`src/rtl/mxint_exp_pkg.sv`:
```
// Shared constants, width helpers, per-element bundle type and the 2^r lookup
// for the MXINT exponential pipeline.
package mxint_exp_pkg;

  localparam int unsigned LOG2_E_MAN_DEF = 92;
  localparam int          LOG2_E_EXP_DEF = 1;
  localparam int          LOG2_E_W       = 8;   // log2(e) mantissa width, LOG2_E_W-1 frac bits
  localparam int          LUT_MAN_W      = 10;  // 2^r mantissa, 8 frac bits
  localparam int          N_W            = 4;   // per-element exponent n
  localparam int          R_FRAC_W       = 6;   // fractional bits of r

  function automatic int prod_w(input int man_w);
    return man_w + LOG2_E_W + 1;
  endfunction

  // Right shift that moves the product binary point to R_FRAC_W fraction bits at e1 = 0.
  function automatic int frac_shift(input int man_w, input int r_w);
    return (man_w - 1) + (LOG2_E_W - 1) - (r_w - 1);
  endfunction

  // Headroom for the largest possible left shift so nothing is lost before the clamp.
  function automatic int t_w(input int man_w, input int exp_w);
    return prod_w(man_w) + (1 << exp_w);
  endfunction

  typedef struct packed {
    logic [N_W-1:0]      n;
    logic [R_FRAC_W-1:0] r;
    logic                sat;
  } elem_t;

  // round(256 * 2^(i/64))
  localparam logic [LUT_MAN_W-1:0] P2_LUT [64] = '{
    10'd256, 10'd259, 10'd262, 10'd264, 10'd267, 10'd270, 10'd273, 10'd276,
    10'd279, 10'd282, 10'd285, 10'd288, 10'd292, 10'd295, 10'd298, 10'd301,
    10'd304, 10'd308, 10'd311, 10'd314, 10'd318, 10'd321, 10'd325, 10'd328,
    10'd332, 10'd336, 10'd339, 10'd343, 10'd347, 10'd350, 10'd354, 10'd358,
    10'd362, 10'd366, 10'd370, 10'd374, 10'd378, 10'd382, 10'd386, 10'd391,
    10'd395, 10'd399, 10'd403, 10'd408, 10'd412, 10'd417, 10'd421, 10'd426,
    10'd431, 10'd435, 10'd440, 10'd445, 10'd450, 10'd454, 10'd459, 10'd464,
    10'd470, 10'd475, 10'd480, 10'd485, 10'd490, 10'd496, 10'd501, 10'd506
  };

  function automatic logic [LUT_MAN_W-1:0] power2_lut(input logic [R_FRAC_W-1:0] r);
    return P2_LUT[r];
  endfunction

endpackage

```
`src/rtl/mxint_exp_lane.sv`:
```
// One element of the MXINT exp pipeline: multiply by log2(e), align and split
// into n / r with clamping, then map r through the 2^r table.
module mxint_exp_lane
  import mxint_exp_pkg::*;
#(
  parameter int unsigned IN_MAN_W  = 8,
  parameter int unsigned IN_EXP_W  = 3,
  parameter int unsigned OUT_MAN_W = LUT_MAN_W,
  parameter int unsigned OUT_EXP_W = N_W,
  parameter int unsigned R_W       = R_FRAC_W + 1,
  parameter int unsigned LOG2E_MAN = LOG2_E_MAN_DEF
) (
  input  logic                 clk,
  input  logic                 rst,
  input  logic                 en,
  input  logic [IN_MAN_W-1:0]  man,
  input  logic [IN_EXP_W:0]    e1,    // already S1-registered, aligned with prod_q
  output logic [OUT_MAN_W-1:0] mant,
  output logic [OUT_EXP_W-1:0] n,
  output logic                 sat
);

  localparam int PW      = prod_w(IN_MAN_W);
  localparam int TW      = t_w(IN_MAN_W, IN_EXP_W);
  localparam int SH_BASE = frac_shift(IN_MAN_W, R_W);

  localparam logic signed [LOG2_E_W:0] K     = (LOG2_E_W + 1)'(LOG2E_MAN);
  localparam logic signed [TW-1:0]     N_MAX = TW'((1 << (OUT_EXP_W - 1)) - 1);
  localparam logic signed [TW-1:0]     N_MIN = ~N_MAX;

  logic signed [PW-1:0] prod_q;
  logic signed [TW-1:0] t_ext, t, fl;
  int                   shamt;
  elem_t                s2_d, s2_q;

  always_ff @(posedge clk) begin
    if (en) prod_q <= PW'($signed(man)) * PW'(K);
  end

  always_comb begin
    t_ext = TW'(prod_q);
    shamt = SH_BASE - int'($signed(e1));
    if (shamt >= 0) t = t_ext >>> shamt;
    else            t = t_ext <<< (-shamt);
    fl       = t >>> (R_W - 1);
    s2_d.n   = fl[OUT_EXP_W-1:0];
    s2_d.r   = t[R_W-2:0];
    s2_d.sat = 1'b0;
    if (fl > N_MAX) begin
      s2_d.n   = N_MAX[OUT_EXP_W-1:0];
      s2_d.r   = '1;
      s2_d.sat = 1'b1;
    end else if (fl < N_MIN) begin
      s2_d.n   = N_MIN[OUT_EXP_W-1:0];
      s2_d.r   = '0;
      s2_d.sat = 1'b1;
    end
  end

  always_ff @(posedge clk) begin
    if (en) s2_q <= s2_d;
  end

  always_ff @(posedge clk) begin
    if (rst) begin
      mant <= '0;
      n    <= '0;
      sat  <= 1'b0;
    end else if (en) begin
      mant <= power2_lut(s2_q.r);
      n    <= s2_q.n;
      sat  <= s2_q.sat;
    end
  end

endmodule

```
`src/rtl/mxint_exp_pipe.sv`:
```
// Three-stage back-pressurable MXINT exp: y = 2^n * 2^r per element of a block.
// Owns the shared exponent add, the valid chain and the global stall enable.
module mxint_exp_pipe
  import mxint_exp_pkg::*;
#(
  parameter int unsigned DATA_IN_MAN_WIDTH  = 8,
  parameter int unsigned DATA_IN_EXP_WIDTH  = 3,
  parameter int unsigned BLOCK_SIZE         = 16,
  parameter int unsigned DATA_OUT_MAN_WIDTH = LUT_MAN_W,
  parameter int unsigned DATA_OUT_EXP_WIDTH = N_W,
  parameter int unsigned DATA_R_WIDTH       = R_FRAC_W + 1,
  parameter int unsigned LOG2_E_MAN         = LOG2_E_MAN_DEF,
  parameter int          LOG2_E_EXP         = LOG2_E_EXP_DEF
) (
  input  logic                                     clk,
  input  logic                                     rst,
  input  logic [DATA_IN_MAN_WIDTH*BLOCK_SIZE-1:0]  mdata_in_0,
  input  logic [DATA_IN_EXP_WIDTH-1:0]             edata_in_0,
  input  logic                                     data_in_0_valid,
  output logic                                     data_in_0_ready,
  output logic [DATA_OUT_MAN_WIDTH*BLOCK_SIZE-1:0] mdata_out_0,
  output logic [DATA_OUT_EXP_WIDTH*BLOCK_SIZE-1:0] edata_out_0,
  output logic [BLOCK_SIZE-1:0]                    sat_out_0,
  output logic                                     data_out_0_valid,
  input  logic                                     data_out_0_ready
);

  logic                       en;
  logic [2:0]                 vld_q;
  logic [DATA_IN_EXP_WIDTH:0] e1_q;

  // Whole pipe advances together; bubbles only collapse at the output.
  assign en               = ~data_out_0_valid | data_out_0_ready;
  assign data_in_0_ready  = en;
  assign data_out_0_valid = vld_q[2];

  always_ff @(posedge clk) begin
    if (rst)     vld_q <= '0;
    else if (en) vld_q <= {vld_q[1:0], data_in_0_valid};
  end

  always_ff @(posedge clk) begin
    if (en) begin
      e1_q <= {edata_in_0[DATA_IN_EXP_WIDTH-1], edata_in_0}
            + (DATA_IN_EXP_WIDTH + 1)'(LOG2_E_EXP);
    end
  end

  for (genvar i = 0; i < BLOCK_SIZE; i++) begin : g_lane
    mxint_exp_lane #(
      .IN_MAN_W  (DATA_IN_MAN_WIDTH),
      .IN_EXP_W  (DATA_IN_EXP_WIDTH),
      .OUT_MAN_W (DATA_OUT_MAN_WIDTH),
      .OUT_EXP_W (DATA_OUT_EXP_WIDTH),
      .R_W       (DATA_R_WIDTH),
      .LOG2E_MAN (LOG2_E_MAN)
    ) u_lane (
      .clk  (clk),
      .rst  (rst),
      .en   (en),
      .man  (mdata_in_0[i*DATA_IN_MAN_WIDTH +: DATA_IN_MAN_WIDTH]),
      .e1   (e1_q),
      .mant (mdata_out_0[i*DATA_OUT_MAN_WIDTH +: DATA_OUT_MAN_WIDTH]),
      .n    (edata_out_0[i*DATA_OUT_EXP_WIDTH +: DATA_OUT_EXP_WIDTH]),
      .sat  (sat_out_0[i])
    );
  end

endmodule

```
`config.mk`:
```
export PLATFORM = sky130hd
export DESIGN_NAME = mxint_exp_pipe
export DESIGN_NICKNAME = d
export VERILOG_FILES = /design/src/rtl/mxint_exp_pkg.sv /design/src/rtl/mxint_exp_lane.sv /design/src/rtl/mxint_exp_pipe.sv
export SDC_FILE = /design/constraint.sdc
export NUM_CORES = 2
export LEC_CHECK = 0
export CORE_ASPECT_RATIO = 1.25
export CORE_MARGIN = 2
export CORE_UTILIZATION = 55
export CTS_BUF_LIST = sky130_fd_sc_hd__clkbuf_16
export CTS_CLUSTER_SIZE = 10
export DETAILED_ROUTE_END_ITERATION = 6
export PLACE_DENSITY = 0.79
export SYNTH_ARGS = -nofsm -noshare
export SYNTH_HDL_FRONTEND = slang
export SYNTH_SLANG_ARGS = --single-unit
```
`constraint.sdc`:
```
create_clock -name clk -period 21 [get_ports clk]
set_clock_uncertainty 0.1 [all_clocks]
set_input_delay 5.25 -clock clk [delete_from_list [all_inputs] [get_ports clk]]
set_output_delay 5.25 -clock clk [all_outputs]
set_load 0.01 [all_outputs]
```
==> flow_summary_export.csv <==
group,metric,value,unit
logic_synthesis,synthSimpleGateAreaFrac,12.6,%
grt,grt_pass1_wl,241000,um
grt,grt_pass1_vias,44740,
logic_synthesis,yosysSeqAreaShare,28.3,%
clocking,ctsResizeCount,0,
timing,worst_pin_slew,1.11,ns
finish,area_growth,9.66,%
pwr,pwr-share-seq,31.6,%
logic_synthesis,synthMuxAreaShare,11.8,%
detailed_routing,via_per_inst,6.14,
timing,setup_viol,0,
pwr,power,8340,uW
pwr,p_leak,0.0277,uW
timing,slew_headroom,25.8,%
status,violations,"design-rule violations",
logic_synthesis,ys_seq_elements,616,
min_path,min_to,"g_lane[5].u_lane.mant[1]$_SDFFE_PP0P_",
floorplan,ios,377,
logic_synthesis,synthesis.area,58000,um2
pwr,power_frac_comb,54.5,%
critical_path,crit_buf_inv,4,
logic_synthesis,synthAdderAreaFrac,18.2,%
floorplan,coreArea,105000,um2
logic_synthesis,syn_avg_cell_area,9.03,um2
run,drv_cap,0,
timing,slew_viol_final,0,
critical_path,worst_path_max_delay_cell,"clkdlybuf4s50_1",
floorplan,dieArea,108000,um2
logic_synthesis,synth_cell_types,104,
floorplan,start_util,55.3,%
critical_path,slowest_delay,0.73,ns
critical_path,path_max_fanout,121,
critical_path,cp-start-kind,"input pin",
critical_path,r2r_cells,10,
timing,hold_viol,0,
clocking,cts_setup_buffers,0,
placed_design,routabilityCongestion,0.955,
clocking,hold_buffers,0,
finish,drive_above_1_share,6.71,%
min_path,hp-class,"register to register",
detailed_routing,wire_per_inst,19.5,um
detailed_routing,drtAntennaViolNets,0,
pwr,p_switching,3700,uW
logic_synthesis,synth_xor_area_share,3.31,%
clocking,cts_tree,"built",
timing,grt_setup_unrepaired,"no",
grt,antenna_found_initial,11,
min_path,hold_depth,2,
clocking,path_clk_slew,0.05,ns
finish,mostFrequentLayoutCells,"inv_1 (656), nand2_1 (649), ha_1 (533)",
clocking,clk_latency,0.68,ns
timing,period_share,62.7,%
status,outcome,"finished, violations left",
critical_path,crit_family,"buffers and inverters",
grt,grt_overflow,0,
clocking,numCtsBuffers,74,
clocking,clockBufferDepth,3,
timing,fmax,75.9,MHz
critical_path,path_cells,"clkdlybuf4s50_1 > nor2b_4 > buf_4 > inv_8 > clkdlybuf4s50_1",
finish,nets,7287,
grt,globalRouteTotalUtil,27.7,%
critical_path,cp_common_cell,"clkdlybuf4s50_1",
logic_synthesis,synthCells,6418,
pwr,max-vdd-ir-drop,0.0646,mV
timing,tns,0,ns
critical_path,required,15.65,ns
placed_design,dp_hpwl,112000,um
logic_synthesis,synth_top_family_by_area,"adder cells",
critical_path,endpoint_kind,"output port",
logic_synthesis,yosysWarnings,0,
finish,fin_util,60.6,%
min_path,hp-start,"g_lane[5].u_lane.mant[1]$_SDFFE_PP0P_",
floorplan,rows,133,
detailed_routing,wirelength,153000,um
clocking,htreeDepth,3,
logic_synthesis,synth_edf_count,404,
floorplan,die_y,367,um
grt,grt_max_degree,211,
finish,final_common_cell,"inv_1",
clocking,cts_root_buf,"clkbuf_16",
logic_synthesis,synth-main-ff-cell,"edfxtp_1",
logic_synthesis,synth_compound_area_share,17.8,%
detailed_routing,drc,1,
pwr,power_density,131,nW/um2
detailed_routing,drtIter0Drc,5263,
critical_path,crit_type,"input pin to output port",
critical_path,rrSetupSlack,15.27,ns
detailed_routing,drt_first_pass_iters,7,
detailed_routing,num_vias,48033,
critical_path,worstPathArrival,7.82,ns
pwr,p_int,4640,uW
floorplan,die_w,294,um
clocking,cts.sinks,616,
critical_path,worstReg2RegStart,"e1_q[0]$_DFFE_PP_",
pwr,power.share.clock,13.9,%
critical_path,regToRegEndpoint,"g_lane[6].u_lane.s2_q[4]$_SDFFCE_PN1P_",
timing,min_period,13.17,ns
logic_synthesis,synth_async_sr_flop_share,0,%
placed_design,numPortBuffers,360,
pwr,switching_share,44.4,%
[registers in the layout, summed over array words and instances, names as in the netlist]
name and flops:
g_lane.u_lane.prod_q 224, g_lane.u_lane.s2_q 176, g_lane.u_lane.mant 129, g_lane.u_lane.n 64, g_lane.u_lane.sat 16, e1_q 4, vld_q 3
[cells in the mapped netlist, types with 42 or more instances]
library cell	number	share of area, %
o211ai_1	100	1.3
o22ai_1	46	0.50
nor2_1	444	2.9
mux4_2	141	5.5
mux2_2	76	1.5
nand2b_1	94	1.0
nand3_1	93	0.80
a31oi_1	53	0.57
a21oi_1	433	3.7
buf_2	59	0.51
a211oi_1	121	1.6
xor2_1	80	1.2
nor3_1	171	1.5
a21o_1	67	0.87
ha_1	534	12
xnor2_1	137	2.1
o21ai_0	295	2.5
fa_1	192	6.6
dfxtp_1	212	7.3
mux2i_1	277	4.8
nor2b_1	67	0.72
inv_1	623	4.0
edfxtp_1	404	21
nand2_1	649	4.2
buf_4	72	0.93
clkbuf_1	289	1.9
o21ai_1	102	0.88
buf_1	42	0.27
[stage by stage]
| stage | hold WS, ns | instances | area, um2 | setup slack (ns) |
|---|---|---|---|---|
| 3_3_place_gp | 0.338 | 7700 | 61500 | 7.88 |
| 3_5_place_dp | 0.344 | 7700 | 61500 | 7.85 |
| 2_1_floorplan | 0.332 | 6433 | 58000 | 4.84 |
| 6_report | 0.349 | 7825 | 63600 | 7.83 |
| 5_1_grt | 0.366 | 7824 | 63600 | 7.69 |
| 4_1_cts | 0.351 | 7822 | 63500 | 7.87 |
[routing by layer]
metal / global-route usage, % / up-vias / share of wire (%)
met5: 0 / - / 0.061
met4: 9.99 / 14 / 3.4
met3: 5.05 / 330 / 9.1
met2: 42.1 / 2076 / 44
met1: 39.3 / 22898 / 43
li1: - / 22715 / -
[worst min-delay path, cell delays in order, from the launching register on]
cell and delay [ns]:
dfxtp_1 0.30, nand2_1 0.05, a21oi_1 0.05
[how the worst max path moves through the flow]
stage	startpoint	end	slack [ns]	cells after the start
detailed placement	data_out_0_ready	data_in_0_ready	7.85	5
CTS	data_out_0_ready	data_in_0_ready	7.87	5
floorplan	data_out_0_ready	data_in_0_ready	4.84	4
global placement	data_out_0_ready	data_in_0_ready	7.88	5
global route	data_out_0_ready	data_in_0_ready	7.69	5
finish	data_out_0_ready	data_in_0_ready	7.83	5
[power by group through the flow]
stage	Combinational, uW	Sequential [uW]	Clock (uW)
2_1_floorplan	3570	2180	0
3_3_place_gp	4340	2610	0
3_5_place_dp	4460	2630	0
4_1_cts	4490	2610	1180
5_1_grt	5000	2710	1220
6_report	4540	2640	1160
[cell families after synthesis]
group	Yosys count
simple gates	1645
other cells	1
flops	616
buf+inv	1119
compound gates	1595
fa+ha+maj	726
xor+xnor	218
mux	498
[layout make-up]
| cell class | instances | area (um2) |
|---|---|---|
| inverters | 639 | 2410 |
| diodes | 3 | 7.51 |
| well taps | 1350 | 1690 |
| clock inverters | 47 | 220 |
| multi-input cells | 4698 | 37100 |
| repair buffers | 397 | 3920 |
| clock buffers | 75 | 1880 |
| flip-flops and latches | 616 | 16400 |
| fillers | 8696 | 41300 |
Power figures use the tool's default switching activity.
